==> config.mk <==
export PLATFORM = sky130hd
export DESIGN_NAME = sc_level_progress_counter_flat
export DESIGN_NICKNAME = d
export VERILOG_FILES = /design/src/rtl/sc_level_progress_counter_pkg.sv /design/src/rtl/sc_level_progress_counter_if.sv /design/src/rtl/sc_level_progress_counter_falling_edge.sv /design/src/rtl/sc_level_progress_counter.sv /design/src/flat_wrapper.sv
export SDC_FILE = /design/constraint.sdc
export NUM_CORES = 1
export LEC_CHECK = 0
export ABC_AREA = 0
export ABC_CLOCK_PERIOD_IN_PS = 1700
export BUFFER_PORTS_ARGS = -buffer_cell sky130_fd_sc_hd__buf_4
export CORE_MARGIN = 3
export CORE_UTILIZATION = 56
export CTS_BUF_LIST = sky130_fd_sc_hd__clkbuf_2 sky130_fd_sc_hd__clkbuf_4 sky130_fd_sc_hd__clkbuf_8
export DETAILED_ROUTE_END_ITERATION = 6
export GPL_ROUTABILITY_DRIVEN = 1
export PLACE_DENSITY_LB_ADDON = 0.08
export SLEW_MARGIN = 30
export SYNTH_ARGS = -nofsm -noshare
export SYNTH_HDL_FRONTEND = slang
export SYNTH_SLANG_ARGS = --single-unit
export TNS_END_PERCENT = 50
==> constraint.sdc <==
create_clock -name SC_LEVELPROGRESS_CLOCK_50 -period 1.7 [get_ports SC_LEVELPROGRESS_CLOCK_50]
set_input_delay 0 -clock SC_LEVELPROGRESS_CLOCK_50 [delete_from_list [all_inputs] [get_ports SC_LEVELPROGRESS_CLOCK_50]]
set_output_delay 0 -clock SC_LEVELPROGRESS_CLOCK_50 [all_outputs]
set_load 0.005 [all_outputs]
==> src/rtl/sc_level_progress_counter_pkg.sv <==
// Shared constants for the RoadFighter level-sequencing interface.
// Both the level state machine and this counter import the same thresholds.
package sc_level_progress_counter_pkg;

    typedef enum logic [1:0] {
        IDLE = 2'd0,
        RUN  = 2'd1,
        DONE = 2'd2
    } state_t;

    localparam int LEVEL_MAX    = 7;
    localparam int PROGRESS_MAX = 31;

    // Progress thresholds that the level state machine compares against.
    localparam int PROGRESS_THRESH_LOW  = 17;
    localparam int PROGRESS_THRESH_MID  = 21;
    localparam int PROGRESS_THRESH_HIGH = 30;

endpackage

==> src/rtl/sc_level_progress_counter_if.sv <==
// Strobe/count bundle between the level state machine (master) and the counter (slave).
interface sc_level_progress_counter_if #(
    parameter int LEVEL_WIDTH    = 3,
    parameter int PROGRESS_WIDTH = 5
);
    logic                      SC_LEVELPROGRESS_Start_InLow;
    logic                      SC_LEVELPROGRESS_LevelUp_InLow;
    logic                      SC_LEVELPROGRESS_ProgressUp_InLow;
    logic [LEVEL_WIDTH-1:0]    SC_LEVELPROGRESS_CurrentLevel_Out;
    logic [PROGRESS_WIDTH-1:0] SC_LEVELPROGRESS_ProgressCount_Out;
    logic                      SC_LEVELPROGRESS_LevelChanged_OutLow;
    logic                      SC_LEVELPROGRESS_Done_OutLow;

    modport master (
        output SC_LEVELPROGRESS_Start_InLow,
        output SC_LEVELPROGRESS_LevelUp_InLow,
        output SC_LEVELPROGRESS_ProgressUp_InLow,
        input  SC_LEVELPROGRESS_CurrentLevel_Out,
        input  SC_LEVELPROGRESS_ProgressCount_Out,
        input  SC_LEVELPROGRESS_LevelChanged_OutLow,
        input  SC_LEVELPROGRESS_Done_OutLow
    );

    modport slave (
        input  SC_LEVELPROGRESS_Start_InLow,
        input  SC_LEVELPROGRESS_LevelUp_InLow,
        input  SC_LEVELPROGRESS_ProgressUp_InLow,
        output SC_LEVELPROGRESS_CurrentLevel_Out,
        output SC_LEVELPROGRESS_ProgressCount_Out,
        output SC_LEVELPROGRESS_LevelChanged_OutLow,
        output SC_LEVELPROGRESS_Done_OutLow
    );
endinterface

==> src/rtl/sc_level_progress_counter_falling_edge.sv <==
// Falling-edge detector for an active-low strobe; history clears to 0 so a
// strobe held low across reset release never produces a pulse.
module sc_falling_edge_detect (
    input  logic clk_i,
    input  logic rst_ni,
    input  logic d_i,
    output logic fall_o
);
    logic prev_q;

    always_ff @(posedge clk_i) begin
        if (!rst_ni) begin
            prev_q <= 1'b0;
        end else begin
            prev_q <= d_i;
        end
    end

    assign fall_o = prev_q & ~d_i;
endmodule

==> src/rtl/sc_level_progress_counter.sv <==
// Level/progress counter: edge-detects the active-low strobes, sequences
// IDLE->RUN->DONE and holds saturating, registered level and progress counts.
module sc_level_progress_counter
    import sc_level_progress_counter_pkg::*;
#(
    parameter int LEVEL_WIDTH    = 3,
    parameter int PROGRESS_WIDTH = 5,
    parameter int LEVEL_MAX      = sc_level_progress_counter_pkg::LEVEL_MAX,
    parameter int PROGRESS_MAX   = sc_level_progress_counter_pkg::PROGRESS_MAX
) (
    input  logic                        SC_LEVELPROGRESS_CLOCK_50,
    input  logic                        SC_LEVELPROGRESS_RESET_InLow,
    sc_level_progress_counter_if.slave  bus
);
    localparam logic [LEVEL_WIDTH-1:0]    LVL_MAX_C  = LEVEL_WIDTH'(LEVEL_MAX);
    localparam logic [LEVEL_WIDTH-1:0]    LVL_ONE_C  = LEVEL_WIDTH'(1);
    localparam logic [PROGRESS_WIDTH-1:0] PROG_MAX_C = PROGRESS_WIDTH'(PROGRESS_MAX);

    function automatic logic [LEVEL_WIDTH-1:0] sat_inc_level(input logic [LEVEL_WIDTH-1:0] v);
        return (v < LVL_MAX_C) ? v + LVL_ONE_C : LVL_MAX_C;
    endfunction

    function automatic logic [PROGRESS_WIDTH-1:0] sat_inc_progress(input logic [PROGRESS_WIDTH-1:0] v);
        return (v < PROG_MAX_C) ? v + PROGRESS_WIDTH'(1) : PROG_MAX_C;
    endfunction

    logic start_fall, level_fall, progress_fall;

    sc_falling_edge_detect u_start_edge (
        .clk_i  (SC_LEVELPROGRESS_CLOCK_50),
        .rst_ni (SC_LEVELPROGRESS_RESET_InLow),
        .d_i    (bus.SC_LEVELPROGRESS_Start_InLow),
        .fall_o (start_fall)
    );

    sc_falling_edge_detect u_level_edge (
        .clk_i  (SC_LEVELPROGRESS_CLOCK_50),
        .rst_ni (SC_LEVELPROGRESS_RESET_InLow),
        .d_i    (bus.SC_LEVELPROGRESS_LevelUp_InLow),
        .fall_o (level_fall)
    );

    sc_falling_edge_detect u_progress_edge (
        .clk_i  (SC_LEVELPROGRESS_CLOCK_50),
        .rst_ni (SC_LEVELPROGRESS_RESET_InLow),
        .d_i    (bus.SC_LEVELPROGRESS_ProgressUp_InLow),
        .fall_o (progress_fall)
    );

    state_t                    state_q, state_d;
    logic [LEVEL_WIDTH-1:0]    level_q, level_d;
    logic [PROGRESS_WIDTH-1:0] progress_q, progress_d;
    logic                      changed_n_q, changed_n_d;
    logic                      done_n_q, done_n_d;

    always_comb begin
        state_d     = state_q;
        level_d     = level_q;
        progress_d  = progress_q;
        changed_n_d = 1'b1;
        case (state_q)
            IDLE: begin
                if (start_fall) begin
                    level_d     = LVL_ONE_C;
                    progress_d  = '0;
                    changed_n_d = 1'b0;
                    state_d     = (LVL_ONE_C == LVL_MAX_C) ? DONE : RUN;
                end
            end
            RUN: begin
                // Level-up takes priority and discards a coincident progress fall.
                if (level_fall && (level_q < LVL_MAX_C)) begin
                    level_d     = sat_inc_level(level_q);
                    progress_d  = '0;
                    changed_n_d = 1'b0;
                    if (level_d == LVL_MAX_C) begin
                        state_d = DONE;
                    end
                end else if (progress_fall) begin
                    progress_d = sat_inc_progress(progress_q);
                end
            end
            DONE: begin
                state_d = DONE;
            end
            default: begin
                state_d    = IDLE;
                level_d    = '0;
                progress_d = '0;
            end
        endcase
        done_n_d = (level_d != LVL_MAX_C);
    end

    always_ff @(posedge SC_LEVELPROGRESS_CLOCK_50) begin
        if (!SC_LEVELPROGRESS_RESET_InLow) begin
            state_q     <= IDLE;
            level_q     <= '0;
            progress_q  <= '0;
            changed_n_q <= 1'b1;
            done_n_q    <= 1'b1;
        end else begin
            state_q     <= state_d;
            level_q     <= level_d;
            progress_q  <= progress_d;
            changed_n_q <= changed_n_d;
            done_n_q    <= done_n_d;
        end
    end

    assign bus.SC_LEVELPROGRESS_CurrentLevel_Out    = level_q;
    assign bus.SC_LEVELPROGRESS_ProgressCount_Out   = progress_q;
    assign bus.SC_LEVELPROGRESS_LevelChanged_OutLow = changed_n_q;
    assign bus.SC_LEVELPROGRESS_Done_OutLow         = done_n_q;
endmodule

==> src/flat_wrapper.sv <==
// flat-port wrapper written by rule: the top's interface ports become plain ports
module sc_level_progress_counter_flat import sc_level_progress_counter_pkg::*;
#(
    parameter int LEVEL_WIDTH    = 3,
    parameter int PROGRESS_WIDTH = 5,
    parameter int LEVEL_MAX      = sc_level_progress_counter_pkg::LEVEL_MAX,
    parameter int PROGRESS_MAX   = sc_level_progress_counter_pkg::PROGRESS_MAX
)
  (SC_LEVELPROGRESS_CLOCK_50, SC_LEVELPROGRESS_RESET_InLow, bus_SC_LEVELPROGRESS_Start_InLow, bus_SC_LEVELPROGRESS_LevelUp_InLow, bus_SC_LEVELPROGRESS_ProgressUp_InLow, bus_SC_LEVELPROGRESS_CurrentLevel_Out, bus_SC_LEVELPROGRESS_ProgressCount_Out, bus_SC_LEVELPROGRESS_LevelChanged_OutLow, bus_SC_LEVELPROGRESS_Done_OutLow);
  sc_level_progress_counter_if #(.LEVEL_WIDTH(LEVEL_WIDTH), .PROGRESS_WIDTH(PROGRESS_WIDTH)) bus_i ();
  input  logic SC_LEVELPROGRESS_CLOCK_50;
  input  logic SC_LEVELPROGRESS_RESET_InLow;
  input wire logic [$bits(bus_i.SC_LEVELPROGRESS_Start_InLow)-1:0] bus_SC_LEVELPROGRESS_Start_InLow;
  input wire logic [$bits(bus_i.SC_LEVELPROGRESS_LevelUp_InLow)-1:0] bus_SC_LEVELPROGRESS_LevelUp_InLow;
  input wire logic [$bits(bus_i.SC_LEVELPROGRESS_ProgressUp_InLow)-1:0] bus_SC_LEVELPROGRESS_ProgressUp_InLow;
  output wire logic [$bits(bus_i.SC_LEVELPROGRESS_CurrentLevel_Out)-1:0] bus_SC_LEVELPROGRESS_CurrentLevel_Out;
  output wire logic [$bits(bus_i.SC_LEVELPROGRESS_ProgressCount_Out)-1:0] bus_SC_LEVELPROGRESS_ProgressCount_Out;
  output wire logic [$bits(bus_i.SC_LEVELPROGRESS_LevelChanged_OutLow)-1:0] bus_SC_LEVELPROGRESS_LevelChanged_OutLow;
  output wire logic [$bits(bus_i.SC_LEVELPROGRESS_Done_OutLow)-1:0] bus_SC_LEVELPROGRESS_Done_OutLow;
  assign bus_i.SC_LEVELPROGRESS_Start_InLow = bus_SC_LEVELPROGRESS_Start_InLow;
  assign bus_i.SC_LEVELPROGRESS_LevelUp_InLow = bus_SC_LEVELPROGRESS_LevelUp_InLow;
  assign bus_i.SC_LEVELPROGRESS_ProgressUp_InLow = bus_SC_LEVELPROGRESS_ProgressUp_InLow;
  assign bus_SC_LEVELPROGRESS_CurrentLevel_Out = bus_i.SC_LEVELPROGRESS_CurrentLevel_Out;
  assign bus_SC_LEVELPROGRESS_ProgressCount_Out = bus_i.SC_LEVELPROGRESS_ProgressCount_Out;
  assign bus_SC_LEVELPROGRESS_LevelChanged_OutLow = bus_i.SC_LEVELPROGRESS_LevelChanged_OutLow;
  assign bus_SC_LEVELPROGRESS_Done_OutLow = bus_i.SC_LEVELPROGRESS_Done_OutLow;
  sc_level_progress_counter #(.LEVEL_WIDTH(LEVEL_WIDTH), .PROGRESS_WIDTH(PROGRESS_WIDTH), .LEVEL_MAX(LEVEL_MAX), .PROGRESS_MAX(PROGRESS_MAX)) u_core (.SC_LEVELPROGRESS_CLOCK_50(SC_LEVELPROGRESS_CLOCK_50), .SC_LEVELPROGRESS_RESET_InLow(SC_LEVELPROGRESS_RESET_InLow), .bus(bus_i));
endmodule
# After elaboration in Yosys (flattened, before gate mapping)
# Index checks and enable logic that the tools add are counted.
# word_totals
regBits	15
out_inout_bits	10
elab_cells	47
# classes
add_sub_neg	2
n_lt_le_gt_ge	2
muxes	16
eq_ne	8
bitwise	7
reduce_logical	4
# ops
operator	count
$mux W5	4
$pmux W5 S3	1
$mux W3	3
$pmux W3 S3	1
$mux W2	3
$ne A2 B1 Y1 const B	3
$pmux W2 S3	1
$reduce_and A3 Y1	2
$add A5 B1 Y5 const B	1
$lt A5 B5 Y1 const B	1
$not A1 Y1	4
$add A3 B1 Y3 const B	1
$and A1 B1 Y1	3
$eq A3 B3 Y1 const B	1
$lt A3 B3 Y1 const B	1
$ne A3 B1 Y1 const B	1
$ne A3 B3 Y1 const B	1
$eq A2 B1 Y1 const B	1
$eq A2 B2 Y1 const B	1
$logic_not A2 Y1	1
$mux W1	2
$pmux W1 S2	1
$logic_and A1 B1 Y1	1

# Logic depth before layout (Yosys ltp)
# Gate-level depths: netlist (run 1).
# logic_depth
ltp_word	6
depth_mapped	7

# Cells and area by module
# Synthesis (run 1) repeated with hierarchy kept, for this count alone.
# hier_totals
hier_cells	86
hier_area_um2	833.3
# by_module_without_submodules
module	cells_per_inst	area_each_um2	n_inst
sc_level_progress_counter	77	724.4	1
sc_falling_edge_detect	3	36.3	3

# Worst setup path before layout (run 1)
# OpenSTA, ideal clock, no wires.
# synth_timing
path_type	register to register
startpoint	reg u_core.state_q[0]
endpoint	reg u_core.done_n_q, in the netlist u_core.bus.SC_LEVELPROGRESS_Done_OutLow
arrival_ns	1.349
n_path_buf	1
path_stages_with_launch	8
path_slack_ns	0.226
setup_ns	0.124
period_less_slack_ns	1.474
required_time_ns	1.576
cell_sequence	dfxtp_1 inv_1 ha_1 clkbuf_2 nand3b_1 a31oi_1 o31ai_1 a2111o_1
# synth_via
elab_chain_cells	3
# synth_lines
element	line	text
start, declared	sc_level_progress_counter.sv:50	state_t state_q, state_d;
start signal, assigned	sc_level_progress_counter.sv:103	state_q <= state_d;
$eq A2 B2 Y1 (tied with other cells)	sc_level_progress_counter.sv:61	case (state_q)
$pmux W3 S3 (*)	sc_level_progress_counter.sv:61	
$ne A3 B3 Y1 (*)	sc_level_progress_counter.sv:92	done_n_d = (level_d != LVL_MAX_C);
end signal, assigned	sc_level_progress_counter.sv:107	done_n_q <= done_n_d;
end, declared	sc_level_progress_counter.sv:54	logic done_n_q, done_n_d;
# Every way passes the cells marked *; elsewhere a longest branch is shown, timed or not.
# A chain may end at the register's enable or synchronous reset.

# Worst setup path after layout (run 1)
# Same ends and word-level chain as after synthesis.

==> out/metrics.cfg, run 1 <==
[outcome]
run_status = finished clean

[yosys]
avgSynthCellArea_um2 = 9.00
synth_seq_cells = 15
synth_cell_types = 40
synth-main-ff-cell = dfxtp_1
yosysTopAreaCell = dfxtp_1
syn-num-nets = 105
synth_area_um2 = 846
netlist_instances = 94
ys_top_cells_by_count = 15 x dfxtp_1, 6 x ha_1, 6 x inv_1, 6 x nand3_1
synthTopCellsByArea = dfxtp_1 36%, ha_1 8.9%, nand3_1 3.6%
ys_warn_count = 0
yosysMostFrequentCell = dfxtp_1
synth_enable_flop_cells = 0
ys_seq_area_share_pct = 35.5
async_flop_share_pct = 0
synth_top_area_share_pct = 35.5

[floorplanning]
chipHeight_um = 44.9
rows = 13
die_w_um = 44.9
start_util_pct = 61.9
core_um2 = 1370
io_pins = 15
dieArea_um2 = 2010

[grt]
grt_pass1_wl_mm = 2.90
grt.total_usage_pct = 20.1
antenna_found_initial = 0
grt_pass1_vias = 673
grt_overflow_total = 0
grt_start_max_net_pins = 11

[route]
dr_total_vias = 785
dr.first_iter.drc_count = 34
drc = 0
via_per_inst = 6.09
routedWlPerCell_um = 14.3
ant_nets = 0
routed_wirelength_mm = 1.85
drt-pass1-iter-count = 4

[final_layout]
finalNetCount = 126
drive_gt1_share_pct = 24.6
instances_no_fill = 129
area_growth_pct = 24.9
fillers = 89
diodes = 0

[critical_path]
rrSetupSlack_ps = 100
cp_max_fo = 4
critPathArrivalTime_ps = 1780
worstSetupPathType = reg2reg
cp.required_ps = 1870
start_kind = register
critPathCaptureType = register

[sta]
skew_ps = 2.11
finalSetupTns_ps = 0
rsz0062_at_grt = no
fmax_ghz = 0.624
hold_viol = 0
slew_headroom_pct = 67.9
final_max_slew_viol_count = 0
min_period_ps = 1600
fin_crit_sh_pct = 94.3
worstMarginPinSlew_ps = 481
setup_viol = 0

[placed_design]
dpl.cell_count = 121
hpwlAfterDp_mm = 1.34
place_congestion = 0.853
port-buffer-count = 14

[pwr]
p_leak_nw = 0.428
power_density_nw_per_um2 = 950
ir_worst_vdd_mv = 0.942
power_mw = 1.00

[cts]
post-cts-setup-buffers = 0
cts_htree_levels = 1
cts_tree = built
root_buffer = clkbuf_4
cts_buffers = 3
clkSlewWorstSetupHoldPaths_ps = 80
insertion_delay_ps = 290
cts_buffer_depth = 2
cts.sinks = 15

[min_path]
hold_class = in2reg

[job]
maxCapViolCount = 0

## cell families after synthesis
| kind of cell | Yosys count | share of synthesized area [%] |
|---|---|---|
| flip-flops | 15 | 35.5 |
| AO/OA/AOI/OAI | 32 | 28.7 |
| adder cells (fa/ha/maj) | 6 | 8.88 |
| buffers and inverters | 8 | 3.70 |
| AND/OR/NAND/NOR | 31 | 20.9 |
| multiplexers | 2 | 2.37 |
## through the flow
stage	hold slack (ps)	cell area (µm²)	worst slack (ps)	utilization [%]
6_report	474	1060	96.8	77.3
5_1_grt	489	1060	14.4	77.3
4_1_cts	462	1030	36.0	75.5
3_5_place_dp	219	961	64.1	70.3
3_3_place_gp	216	961	100	70.3
2_1_floorplan	122	846	226	-
## flip-flops by register name, indices dropped and copies added (netlist names)
name                                             flops
u_core.u_progress_edge.prev_q                        1
u_core.bus.SC_LEVELPROGRESS_CurrentLevel_Out         3
u_core.bus.SC_LEVELPROGRESS_LevelChanged_OutLow      1
u_core.u_level_edge.prev_q                           1
u_core.bus.SC_LEVELPROGRESS_Done_OutLow              1
u_core.bus.SC_LEVELPROGRESS_ProgressCount_Out        5
u_core.u_start_edge.prev_q                           1
u_core.state_q                                       2
## report_power, final
group          switching, mW  internal [mW]
registers             0.0301          0.376
logic                  0.210          0.171
clock network          0.109          0.107
## cell type report
class / instances / area, µm² / area share (%)
multi-input cells: 71 / 539 / 51.1
flip-flops and latches: 15 / 300 / 28.4
repair buffers: 18 / 145 / 13.7
clock buffers: 4 / 30.0 / 2.84
inverters: 6 / 22.5 / 2.13
well taps: 15 / 18.8 / 1.78
## timing repair
action	4_1_cts	5_1_grt
hold buffers	4	0
resized for setup	0	4
endpoints found under the hold margin	4	0
setup endpoints to repair	0	1
## critical path, stage by stage (launching register included)
cell and delay (ps):
dfxtp_1 370, inv_1 150, ha_1 230, a21o_1 170, o21ai_0 140, a2111o_1 430
## final timing paths
| path | from | endpoint | depth (start not counted) |
|---|---|---|---|
| worst min-delay path | bus_SC_LEVELPROGRESS_Start_InLow | u_core.u_start_edge.prev_q | 3 |
| worst min register to register | u_core.state_q[1] | u_core.state_q[1] | 2 |
| worst max register to register | u_core.state_q[0] | u_core.bus.SC_LEVELPROGRESS_Done_OutLow | 5 |
| worst max-delay path | u_core.state_q[0] | u_core.bus.SC_LEVELPROGRESS_Done_OutLow | 5 |
## routing by layer
layer	track usage, %	up-vias	part of all wire (%)
met5	0	-	0
met4	8.77	0	1.6
met3	5.98	4	7.3
met2	30.9	27	48
met1	25.9	354	43
li1	-	400	-
## layout by cell type, fill, tap and decap left out, drive strengths merged, types with 2 or more instances in the layout
cell type    netlist  layout
and2               4       4
and3               2       2
a31oi              4       4
nand3              6       6
o21ai              7       7
nor2               4       4
nand2b             3       3
a21oi              6       6
mux2i              2       2
dfxtp             15      15
nand3b             2       2
buf                0      14
nand4              2       2
dlygate4sd3        0       4
clkbuf             2       4
ha                 6       6
nand2              5       5
inv                6       6
No activity file was read; power rests on OpenSTA's default activity.
==> run 2, diff against run 1 <==
--- a/config.mk
+++ b/config.mk
@@ -14,6 +14,7 @@
 export DETAILED_ROUTE_END_ITERATION = 6
 export GPL_ROUTABILITY_DRIVEN = 1
 export PLACE_DENSITY_LB_ADDON = 0.08
+export SETUP_SLACK_MARGIN = 0.1
 export SLEW_MARGIN = 30
 export SYNTH_ARGS = -nofsm -noshare
 export SYNTH_HDL_FRONTEND = slang
==> run 2 against run 1 <==
  * First-iteration DRC count shrank 47%
  * Cell count is the same
  * Setup slack gained 89 ps
  * Sequential cell count is the same
  * Sequential share of layout area grew 0.085 points
  * Via count grew 0.64%
==> out/metrics.cfg, run 2 (synthesis gave the netlist of run 1 again) <==
[outcome]
run_status = finished clean

[sta]
fin_crit_sh_pct = 89.1  ; -5.2 points
skew_ps = 3.67  ; +1.55 ps
finalSetupTns_ps = 0  ; unchanged
min_period_ps = 1510  ; -88.9 ps
final_max_slew_viol_count = 0  ; unchanged
fmax_ghz = 0.660  ; +5.9%
worstMarginPinSlew_ps = 473  ; -7.61 ps
hold_viol = 0  ; unchanged
rsz0062_at_grt = no
whs_ps = 482  ; +7.69 ps
slew_headroom_pct = 68.4  ; +0.51 points
setup_viol = 0  ; unchanged

[cts]
cts_htree_levels = 1  ; unchanged
cts.sinks = 15  ; unchanged
cts_buffer_depth = 2  ; unchanged
clkSlewWorstSetupHoldPaths_ps = 80  ; about the same
cts_buffers = 3  ; unchanged
post-cts-setup-buffers = 0  ; unchanged
insertion_delay_ps = 290  ; about the same
cts_tree = built
root_buffer = clkbuf_4

[final_layout]
drive_gt1_share_pct = 27.2  ; +2.6 points
diodes = 0  ; unchanged
area_growth_pct = 25.0
finalNetCount = 126  ; unchanged
mostFrequentLayoutCells = 14 x buf_4, 14 x dfxtp_1, 6 x nand3_1
fillers = 90  ; +1.1%
fin_area_um2 = 1060  ; +0.12%
largest_reg_flops = 5  ; unchanged

[critical_path]
worstSetupPathType = reg2reg
start_kind = register
critPathArrivalTime_ps = 1690  ; -90 ps
cp.required_ps = 1880  ; about the same
critPathCaptureType = register
cp_max_fo = 4  ; unchanged

[pwr]
p_leak_nw = 0.429  ; +0.16%
ir_worst_vdd_mv = 0.954  ; +1.2%
power_density_nw_per_um2 = 953  ; +0.36%

[placed_design]
place_congestion = 0.853  ; unchanged
hpwlAfterDp_mm = 1.34  ; unchanged
place_area_um2 = 961  ; unchanged
port-buffer-count = 14  ; unchanged

[grt]
use_met2_pct = 30.9  ; unchanged
grt_pass1_wl_mm = 2.90  ; unchanged
antenna_found_initial = 0  ; unchanged
grt_overflow_total = 0  ; unchanged
grt.total_usage_pct = 20.1  ; unchanged
met3_usage_pct = 5.98  ; unchanged
busiest_layer = met2
grt_start_max_net_pins = 11  ; unchanged
grt_pass1_vias = 673  ; unchanged
use_met1_pct = 25.9  ; unchanged

[floorplanning]
rows = 13  ; unchanged
io_pins = 15  ; unchanged
dieArea_um2 = 2010  ; unchanged
core_um2 = 1370  ; unchanged
start_util_pct = 61.9  ; unchanged
chipHeight_um = 44.9  ; unchanged
die_w_um = 44.9  ; unchanged

[job]
maxCapViolCount = 0  ; unchanged

[route]
via_per_inst = 6.12  ; +0.64%
drc = 0  ; unchanged
drt-pass1-iter-count = 4  ; unchanged
routedWlPerCell_um = 14.3  ; unchanged
routed_wirelength_mm = 1.85  ; unchanged
dr_total_vias = 790  ; +0.64%
dr.first_iter.drc_count = 18  ; -47%
ant_nets = 0  ; unchanged

[min_path]
hold_class = in2reg

run 2: cell counts in the layout (fill, tap and decap cells not counted):
Identical to the previous run, type by type.
run 2: area by class of cell:
type / instances / area, µm² / area share, %
multi-input combinational: 71 / 539 / 51.0
sequential: 15 / 302 / 28.5
timing repair buffer: 18 / 145 / 13.7
clock buffer: 4 / 30.0 / 2.84
inverter: 6 / 22.5 / 2.13
tap: 15 / 18.8 / 1.78
run 2: path summary, 6_finish.rpt:
check | startpoint | to | slack [ps] | cells past startpoint
worst min register to register | u_core.state_q[1] | u_core.state_q[1] | 540 | 2
worst max register to register | u_core.state_q[0] | u_core.bus.SC_LEVELPROGRESS_Done_OutLow | 190 | 5
worst min-delay path | bus_SC_LEVELPROGRESS_Start_InLow | u_core.u_start_edge.prev_q | 480 | 3
worst max-delay path | u_core.state_q[0] | u_core.bus.SC_LEVELPROGRESS_Done_OutLow | 190 | 5
run 2: stage by stage:
stage	power (mW)	utilization, %	cells	worst slack [ps]
2_1_floorplan	0.663	-	94	226
3_3_place_gp	0.735	70.3	121	100
3_5_place_dp	0.743	70.3	121	64.1
4_1_cts	0.974	75.8	129	102
5_1_grt	1.07	77.4	129	95.3
6_report	1.01	77.4	129	186
run 2: routing by layer:
layer	routed length (µm)	vias to the layer above
li1	-	399
met1	847	357
met2	844	28
met3	110	6
met4	44	0
met5	0	-
run 2: report_power, final:
group	total [mW]	leakage, nW	switching, mW	internal, mW
logic	0.381	0.288	0.210	0.170
clock network	0.218	0.0184	0.111	0.107
registers	0.409	0.123	0.0310	0.378
run 2: repair_timing:
item / in CTS / in global routing
hold buffers: 4 / 0
hold endpoints to repair: 4 / 0
pin swaps: 0 / 0
resized for setup: 2 / 5
setup endpoints to repair: 1 / 1
run 2: critical path, cell delays in order (launching register included):
cell      delay, ps
dfxtp_2         360
inv_2            90
ha_1            210
a21o_1          170
o21ai_0         140
a2111o_1        430
==> run 3, diff against run 2 <==
--- a/config.mk
+++ b/config.mk
@@ -7,13 +7,13 @@
 export LEC_CHECK = 0
 export ABC_AREA = 0
 export ABC_CLOCK_PERIOD_IN_PS = 1700
-export BUFFER_PORTS_ARGS = -buffer_cell sky130_fd_sc_hd__buf_4
+export BUFFER_PORTS_ARGS = -buffer_cell sky130_fd_sc_hd__buf_2
 export CORE_MARGIN = 3
-export CORE_UTILIZATION = 56
-export CTS_BUF_LIST = sky130_fd_sc_hd__clkbuf_2 sky130_fd_sc_hd__clkbuf_4 sky130_fd_sc_hd__clkbuf_8
+export CORE_UTILIZATION = 53
+export CTS_BUF_LIST = sky130_fd_sc_hd__clkbuf_8 sky130_fd_sc_hd__clkbuf_16
 export DETAILED_ROUTE_END_ITERATION = 6
 export GPL_ROUTABILITY_DRIVEN = 1
-export PLACE_DENSITY_LB_ADDON = 0.08
+export PLACE_DENSITY = 0.76
 export SETUP_SLACK_MARGIN = 0.1
 export SLEW_MARGIN = 30
 export SYNTH_ARGS = -nofsm -noshare
==> run 3 against run 2 <==
  * Die area is 4.9% higher
  * Setup slack better by 15 ps
  * Design area is 2.8% lower
  * Sequential share of layout area is 0.83 points higher
  * Critical path type unchanged
==> out/metrics.cfg, run 3 (synthesis gave the netlist of run 1 again) <==
[outcome]
run_status = finished clean

[placed_design]
dpl.cell_count = 121  ; unchanged
port-buffer-count = 14  ; unchanged
place_congestion = 0.844  ; -0.99%
hpwlAfterDp_mm = 1.30  ; -3.0%

[sta]
fin_crit_sh_pct = 88.2  ; -0.88 points
final_max_slew_viol_count = 0  ; unchanged
rsz0062_at_grt = no
min_period_ps = 1500  ; -15.0 ps
finalSetupTns_ps = 0  ; unchanged
hold_viol = 0  ; unchanged
worstMarginPinSlew_ps = 469  ; -4.10 ps
slew_headroom_pct = 68.7  ; +0.27 points
setup_viol = 0  ; unchanged
fmax_ghz = 0.667  ; +1.0%
skew_ps = 5.13  ; +1.46 ps

[pwr]
p_leak_nw = 0.427  ; -0.44%
power_density_nw_per_um2 = 1050  ; +10%
ir_worst_vdd_mv = 0.753  ; -21%

[floorplanning]
dieArea_um2 = 2110  ; +4.9%
chipHeight_um = 46.0  ; +2.4%
core_um2 = 1400  ; +2.4%
io_pins = 15  ; unchanged
start_util_pct = 60.5  ; -1.4 points
die_w_um = 46.0  ; +2.4%
rows = 13  ; unchanged

[cts]
cts.sinks = 15  ; unchanged
cts_buffer_depth = 2  ; unchanged
post-cts-setup-buffers = 0  ; unchanged
cts_tree = built
root_buffer = clkbuf_8
cts_htree_levels = 1  ; unchanged
clkSlewWorstSetupHoldPaths_ps = 60  ; -20 ps
insertion_delay_ps = 250  ; -40 ps
cts_buffers = 3  ; unchanged

[critical_path]
r2r_end = u_core.bus.SC_LEVELPROGRESS_Done_OutLow
worstPathCellList = inv_2 -> ha_4 -> nand3b_1 -> a31oi_1 -> o31ai_1 -> a2111o_1
rrSetupSlack_ps = 200  ; +20 ps
cp_max_fo = 8  ; +4
critical_path.top_delay_family = compound AO/OA/AOI/OAI gates
critPathArrivalTime_ps = 1640  ; -50 ps
cp.required_ps = 1840  ; -40 ps
path_depth = 6  ; +1
start_kind = register
worstSetupPathType = reg2reg
critical_path.max_stage_delay_ps = 340  ; -90 ps
ff2ff_path_depth = 6  ; +1
r2r_start = u_core.state_q[1]
cp_slowest_cell = dfxtp_1
cp.buffers_inverters = 1  ; unchanged
critPathCaptureType = register

[route]
routed_wirelength_mm = 1.97  ; +6.8%
drc = 0  ; unchanged
dr_total_vias = 788  ; -0.25%
drt-pass1-iter-count = 4  ; unchanged
routedWlPerCell_um = 15.4  ; +7.6%
via_per_inst = 6.16  ; +0.53%
dr.first_iter.drc_count = 55  ; +37
ant_nets = 0  ; unchanged

[final_layout]
multi_input_area_um2 = 539  ; unchanged
drive_gt1_share_pct = 26.5  ; -0.64 points
instances_no_fill = 128  ; -0.78%
finalNetCount = 125  ; -0.79%
utilization_pct = 73.4  ; -3.9 points
area_growth_pct = 21.5
mostFrequentLayoutCells = 14 x buf_2, 14 x dfxtp_1, 6 x nand3_1
fillers = 100  ; +11%
regArea_um2 = 302  ; unchanged
largest_reg_flops = 5  ; unchanged
diodes = 0  ; unchanged

[min_path]
min_path_cells = 2  ; -1
hold_class = in2reg
worstHoldStart = SC_LEVELPROGRESS_RESET_InLow
min_to = u_core.bus.SC_LEVELPROGRESS_LevelChanged_OutLow

[grt]
grt_start_max_net_pins = 11  ; unchanged
met3_usage_pct = 4.74  ; -1.2 points
use_met1_pct = 29.8  ; +3.9 points
grt_pass1_vias = 634  ; -5.8%
busiest_layer = met1
antenna_found_initial = 0  ; unchanged
grt_pass1_wl_mm = 3.00  ; +3.3%
grt.total_usage_pct = 20.2  ; +0.16 points
grt_overflow_total = 0  ; unchanged
use_met2_pct = 26.6  ; -4.3 points

[job]
maxCapViolCount = 0  ; unchanged

## run 3: changes by cell type in the layout (fill, tap and decap cells not counted), sizes merged
cell	change
dlygate4sd3	-1
clkbuf	-1
inv	+1
## run 3: area by class of cell
cell class | count | area share [%]
Multi-Input combinational cell | 71 | 52.5
Timing Repair Buffer | 17 | 9.74
Tap cell | 15 | 1.83
Clock buffer | 3 | 4.02
Clock inverter | 1 | 0.365
Inverter | 6 | 2.19
Sequential cell | 15 | 29.4
## run 3: how the worst max path moves through the flow
stage / endpoint / startpoint / slack (ps)
4_1_cts: u_core.bus.SC_LEVELPROGRESS_Done_OutLow / u_core.state_q[0] / 120
3_3_place_gp: u_core.bus.SC_LEVELPROGRESS_Done_OutLow / u_core.state_q[0] / 100
5_1_grt: u_core.bus.SC_LEVELPROGRESS_Done_OutLow / u_core.state_q[1] / 120
2_1_floorplan: u_core.bus.SC_LEVELPROGRESS_Done_OutLow / u_core.state_q[0] / 230
3_5_place_dp: u_core.bus.SC_LEVELPROGRESS_Done_OutLow / u_core.state_q[0] / 100
6_report: u_core.bus.SC_LEVELPROGRESS_Done_OutLow / u_core.state_q[1] / 200
## run 3: metal layers
layer | vias up | part of all wire, %
met1 | 354 | 52
li1 | 392 | -
met4 | 0 | 2.2
met2 | 36 | 41
met3 | 6 | 5.4
met5 | - | 0
## run 3: repair_timing
action                     CTS  global route
setup endpoints to repair    1             1
hold buffers                 3             0
gates cloned                 0             0
resized for setup            2             5
hold endpoints to repair     3             0
pin swaps                    0             0
## run 3: where the power goes
| part | switching, mW | total (mW) | leakage (nW) | internal (mW) |
|---|---|---|---|---|
| combinational | 0.215 | 0.378 | 0.278 | 0.164 |
| clock | 0.130 | 0.290 | 0.0269 | 0.160 |
| sequential | 0.0312 | 0.409 | 0.123 | 0.378 |
## run 3: worst register-to-register path: stages, from the launching register on
cell and delay (ps):
dfxtp_1 340, inv_2 100, ha_4 190, nand3b_1 110, a31oi_1 200, o31ai_1 110
a2111o_1 340
## run 3: per-stage QoR
step	setup slack (ps)	hold WS, ps	instance area (µm²)	power [mW]
6_report	201	17.9	1030	1.08
5_1_grt	118	41.0	1030	1.14
4_1_cts	124	18.6	1010	1.04
3_5_place_dp	104	226	926	0.730
3_3_place_gp	103	221	926	0.729
2_1_floorplan	226	122	846	0.663
